`src/rtl/fifo_pkg.sv`:
```
// Shared definitions for the FIFO family: write-side FSM encoding and pointer arithmetic.
`timescale 1ns/1ps
package fifo_pkg;

  typedef enum logic {
    ST_NORMAL,
    ST_DROPPING
  } fifo_state_e;

  // Difference of two wrap-bit pointers, taken modulo 2**ptr_w.
  function automatic int unsigned ptr_diff(input int unsigned a, input int unsigned b,
                                           input int unsigned ptr_w);
    return (a - b) & ((32'd1 << ptr_w) - 32'd1);
  endfunction

endpackage

```
`src/rtl/fifo_pkt_mem.sv`:
```
// W x DEPTH storage: synchronous write, asynchronous read (distributed RAM style).
`timescale 1ns/1ps
module fifo_pkt_mem #(
  parameter int unsigned W          = 8,
  parameter int unsigned DEPTH_LOG2 = 4
) (
  input  logic                  clk_i,
  input  logic                  wr_en_i,
  input  logic [DEPTH_LOG2-1:0] wr_addr_i,
  input  logic [W-1:0]          wr_data_i,
  input  logic [DEPTH_LOG2-1:0] rd_addr_i,
  output logic [W-1:0]          rd_data_o
);

  localparam int unsigned Depth = 1 << DEPTH_LOG2;

  logic [W-1:0] mem_q [Depth];

  always_ff @(posedge clk_i) begin
    if (wr_en_i) begin
      mem_q[wr_addr_i] <= wr_data_i;
    end
  end

  assign rd_data_o = mem_q[rd_addr_i];

endmodule

```
`src/rtl/fifo_pkt.sv`:
```
// Single-clock FIFO with optional packet commit/discard; overflowing packets are dropped whole.
`timescale 1ns/1ps
module fifo_pkt
  import fifo_pkg::*;
#(
  parameter int unsigned W          = 8,
  parameter int unsigned DEPTH_LOG2 = 4,
  parameter int unsigned PKT_MODE   = 1,
  parameter int unsigned AF_LEVEL   = 12
) (
  input  logic                  clk_i,
  input  logic                  reset_i,
  input  logic [W-1:0]          wr_data_i,
  input  logic                  wr_en_i,
  input  logic                  wr_commit_i,
  input  logic                  wr_discard_i,
  output logic                  wr_ready_o,
  output logic                  drop_o,
  output logic [W-1:0]          rd_data_o,
  input  logic                  rd_en_i,
  output logic                  rd_valid_o,
  output logic [DEPTH_LOG2:0]   level_o,
  output logic                  almost_full_o
);

  localparam int unsigned PtrW  = DEPTH_LOG2 + 1;
  localparam int unsigned Depth = 1 << DEPTH_LOG2;

  logic [PtrW-1:0] wr_ptr_q, wr_ptr_d;
  logic [PtrW-1:0] cmt_ptr_q, cmt_ptr_d;
  logic [PtrW-1:0] rd_ptr_q, rd_ptr_d;
  fifo_state_e     state_q, state_d;
  logic            drop_q, drop_d;
  logic            mem_we;
  logic [PtrW-1:0] used_cnt;
  logic            full;
  logic            rd_pop;

  // used_cnt includes uncommitted entries; level_o counts only committed ones.
  assign used_cnt      = PtrW'(ptr_diff(32'(wr_ptr_q), 32'(rd_ptr_q), PtrW));
  assign full          = (used_cnt == PtrW'(Depth));
  assign wr_ready_o    = !full;
  assign rd_valid_o    = (rd_ptr_q != cmt_ptr_q);
  assign rd_pop        = rd_en_i && rd_valid_o;
  assign level_o       = PtrW'(ptr_diff(32'(cmt_ptr_q), 32'(rd_ptr_q), PtrW));
  assign almost_full_o = (used_cnt >= PtrW'(AF_LEVEL));
  assign drop_o        = drop_q;

  always_comb begin
    wr_ptr_d  = wr_ptr_q;
    cmt_ptr_d = cmt_ptr_q;
    state_d   = state_q;
    drop_d    = 1'b0;
    mem_we    = 1'b0;
    rd_ptr_d  = rd_ptr_q + PtrW'(rd_pop);

    if (PKT_MODE == 0) begin
      if (wr_en_i) begin
        if (full) begin
          drop_d = 1'b1;
        end else begin
          mem_we   = 1'b1;
          wr_ptr_d = wr_ptr_q + PtrW'(1);
        end
      end
      cmt_ptr_d = wr_ptr_d;
      state_d   = ST_NORMAL;
    end else begin
      case (state_q)
        ST_NORMAL: begin
          if (wr_discard_i) begin
            wr_ptr_d = cmt_ptr_q;
          end else if (wr_en_i && full) begin
            // Overflow on the closing beat drops the packet without entering DROPPING.
            if (wr_commit_i) begin
              wr_ptr_d = cmt_ptr_q;
              drop_d   = 1'b1;
            end else begin
              state_d = ST_DROPPING;
            end
          end else begin
            if (wr_en_i) begin
              mem_we   = 1'b1;
              wr_ptr_d = wr_ptr_q + PtrW'(1);
            end
            if (wr_commit_i) begin
              cmt_ptr_d = wr_ptr_d;
            end
          end
        end
        ST_DROPPING: begin
          if (wr_commit_i || wr_discard_i) begin
            wr_ptr_d = cmt_ptr_q;
            drop_d   = 1'b1;
            state_d  = ST_NORMAL;
          end
        end
        default: state_d = ST_NORMAL;
      endcase
    end
  end

  always_ff @(posedge clk_i or posedge reset_i) begin
    if (reset_i) begin
      wr_ptr_q  <= '0;
      cmt_ptr_q <= '0;
      rd_ptr_q  <= '0;
      state_q   <= ST_NORMAL;
      drop_q    <= 1'b0;
    end else begin
      wr_ptr_q  <= wr_ptr_d;
      cmt_ptr_q <= cmt_ptr_d;
      rd_ptr_q  <= rd_ptr_d;
      state_q   <= state_d;
      drop_q    <= drop_d;
    end
  end

  fifo_pkt_mem #(
    .W          (W),
    .DEPTH_LOG2 (DEPTH_LOG2)
  ) u_mem (
    .clk_i     (clk_i),
    .wr_en_i   (mem_we),
    .wr_addr_i (wr_ptr_q[DEPTH_LOG2-1:0]),
    .wr_data_i (wr_data_i),
    .rd_addr_i (rd_ptr_q[DEPTH_LOG2-1:0]),
    .rd_data_o (rd_data_o)
  );

endmodule

```
`config.mk`:
```
export PLATFORM = sky130hd
export DESIGN_NAME = fifo_pkt
export DESIGN_NICKNAME = d
export VERILOG_FILES = /design/src/rtl/fifo_pkg.sv /design/src/rtl/fifo_pkt_mem.sv /design/src/rtl/fifo_pkt.sv
export SDC_FILE = /design/constraint.sdc
export NUM_CORES = 1
export LEC_CHECK = 0
export ABC_AREA = 1
export CAP_MARGIN = 20
export CORE_UTILIZATION = 60
export CTS_CLUSTER_DIAMETER = 50
export DETAILED_ROUTE_END_ITERATION = 10
export PLACE_DENSITY = 0.79
export SYNTH_ARGS = -nofsm -noshare
export SYNTH_HDL_FRONTEND = slang
export SYNTH_SLANG_ARGS = --single-unit
```
`constraint.sdc`:
```
create_clock -name clk_i -period 5.5 [get_ports clk_i]
set_input_delay 1.65 -clock clk_i [delete_from_list [all_inputs] [get_ports clk_i]]
set_output_delay 1.65 -clock clk_i [all_outputs]
set_load 0.05 [all_outputs]
```
==> impl_results.md <==
- DR iter-0 viols: 465
- Clk_lat worst skew: 0.53 ns
- Max-cap violation count: 0
- H-tree depth: 4
- DR WL/cell: around 19 um
- Req. time, crit path: about 3.9 ns
- Clk root buf: clkbuf_8
- Clock transition at the registers of the reported paths: 0.06 ns
- Drt drc: 0
- Reg2reg start: rd_ptr_q[2]
- Row cnt: 37
- Sink Count: 145
- Net Sw Power: approximately 2.1 mW
- Die H: 105 um
- Total track usage: 27.2%
- Worst vdd ir: roughly 760 uV
- Post-route insts no fill: 722
- Delay-heaviest family, CP: buffers and inverters
- Critical Path, Cell by Cell: inv_1, ha_1, a21oi_1, nand2_1, nand2_1, nand2_2, nand3_2, clkdlybuf4s50_1
- Crit path max fanout: 15
- Synthesized net count: ~560
- Fmax: 198 MHz
- Slowest CP cell: clkdlybuf4s50_1
- Synth area leaders: edfxtp_1 (60%), dfrtp_1 (6.7%), o21ai_0 (5.3%), nor2_1 (4.1%), nand2_1 (3.1%)
- P&R area growth vs syn: 17.1%
- Slew Limit Fails: 0
- PwrDens: around 650 nW/um^2
- Slew HR: approximately half
- Avg Inst Size Synth: between 10 and 15 um^2
- ANT nets after route: 0
- Final hold viol count: 0
- Post-synthesis register bit count: about 150
- Antenna diode count: 0
- CP most frequent cell: nand2_1
- Setup crit start: rd_ptr_q[2]
- Hold crit path type: flop to flop
- RSZ-0062 raised after global routing: false
- Internal: 2.71 mW
- Post-Syn Instances: 528
- Hold Buf Count CTS: 0
- Switching power share of the total: between 40% and 50%
- Largest area contributor in the netlist: edfxtp_1
- Final Setup Violations: 0
- Initial Util: 61.8%
- Nets: between 600 and 700
- Final Critical Period: ~5 ns
- Commonest non-fill, non-tap cell in the layout: edfxtp_1
- TNS Setup: 0 ns
- Total die area: ~11000 um^2
- Vias in the first global route: about 4.2k
- Placed cell count: between 600 and 700
- Via count: roughly 4.4k
- Final core utilization: about 72%
- Commonest non-fill, non-tap cells in the layout: edfxtp_1 (128), nor2_1 (69), o21ai_0 (67)
- Final worst slack: around 0.46 ns
- Distinct cells, synth: 36
- Worst Tran Pin Value: around 0.77 ns
- Die W: 105 um
- First-pass DRT Iterations: 5
- Clock Skew: 0.00849 ns
- Cell Area, Placed: just under 7000 um^2
- Sequential share of power: slightly below 30%
- CP endpoint kind: output port
- Largest stage delay on the critical path: 0.81 ns
- Ports: 31
- Fillers: between 600 and 700
- Total power: between 4 and 5 mW
- DPL Wire Length: 8800 um
- Hold Crit Start: wr_ptr_q[4]
- Minimum hold slack: around 0.54 ns
- Kind of critical path: flop to output port
- Postcts setup bufs: 0
- First-pass GRT wire length: 22100 um
- Combinational Power Share: slightly below 50%
- CTS resizes: 0
- Power share of the clock group: around 23%
- Synth top area share: about three fifths
- Pleak: about 2.7 nW
- Tcrit/Tclk final: 91.6%
- GPL Wtd Cong: 0.951
- Initial antenna violation count: 0
- Post-layout instance area: 7440 um^2
- Setup crit start kind: flop
- Status: completed
- Sequential fraction of the synthesis area: around two thirds
- Share of layout cells above drive strength 1: approximately an eighth
- CTS Buf Count: 17
- Syn Std Cell Area: 6350 um^2
- Bufs on Longest Clock Path: 2
- CP Buf/Inv Count: 2
- Pin count of the biggest net entering global routing: 68
- Arr. time, crit path: approximately 3.4 ns
- CTS tree: built
- Worst slack, placed: between 1 and 1.5 ns
- Post-Route WL: 14100 um
- Buffers on Ports: 30
- Vias per cell: slightly above 6
- GRT overflow: 0
- Ys Warns: 0
- Core area: 10300 um^2
[cell families (layout without fill, tap and decap cells)]
logic type,after synthesis,after routing,share of synthesized area [%]
and+or+nand+nor,186,186,13.8
DFF,145,145,67.2
AOI/OAI and AO/OA,113,113,10.7
buffers and inverters,57,115,3.62
adders and majority gates,15,15,3.07
xor gates and xnor gates,12,12,1.65
[worst reg2reg max path: cells and delay by family, from the launching register on]
family / cells / cell delay (ns)
AOI/OAI and AO/OA: 1 / 0.23
DFF: 1 / 0.69
adders and majority gates: 1 / 0.43
and+or+nand+nor: 6 / 1.19
buffers and inverters: 1 / 0.33
[layer usage]
layer | share of wire, % | wire [um] | up-vias | global-route usage, %
met5 | 0 | 0 | - | 0
met4 | 2.6 | 369 | 0 | 12.5
met3 | 6.8 | 957 | 30 | 5.43
met2 | 48 | 6800 | 193 | 42.5
met1 | 42 | 5940 | 2130 | 37.2
li1 | - | - | 2002 | -
[cells in the mapped netlist (all sizes together)]
cell type and instances:
a21boi 1, clkinv 3, or2 1, ha 14, o21ai 72, nand2 64
xor2 8, fa 1, dfrtp 17, inv 31, nor3 16, nand3 30
a21oi 6, nor2 71, nand3b 1, nand4 3, edfxtp 128, o22ai 18
o211ai 2, xnor2 4, clkbuf 18, o221ai 14, buf 5
[sequential cells by signal (all words and copies together) (netlist names)]
signal,flops
cmt_ptr_q,5
drop_o,1
rd_ptr_q,5
state_q,1
u_mem.mem_q,128
wr_ptr_q,5
[area by class of cell]
type	instances	area, um^2	share of cell area, %
inverters	34	133	1.78
clock inverters	12	143	1.92
flip-flops and latches	145	4270	57.4
clock buffers	19	422	5.67
multi-input cells	326	1860	24.9
repair buffers	50	448	6.02
well taps	136	170	2.29
[final timing paths]
check	to	slack [ns]	depth (start not counted)
max	wr_ready_o	0.46	8
min	wr_ptr_q[4]	0.54	2
max reg2reg	u_mem.mem_q[5][2]	2.27	9
min reg2reg	wr_ptr_q[4]	0.54	2
max in group asynchronous	rd_ptr_q[0]	3.44	2
min in group asynchronous	rd_ptr_q[2]	1.55	2
[power by group through the flow]
stage | logic [mW] | clock network, mW | registers [mW]
3_3_place_gp | 2.22 | 0 | 1.41
2_1_floorplan | 1.64 | 0 | 1.39
4_1_cts | 2.30 | 1.11 | 1.39
3_5_place_dp | 2.28 | 0 | 1.41
6_report | 2.31 | 1.10 | 1.39
5_1_grt | 2.49 | 1.16 | 1.40
No activity file was read; power rests on OpenSTA's default activity.
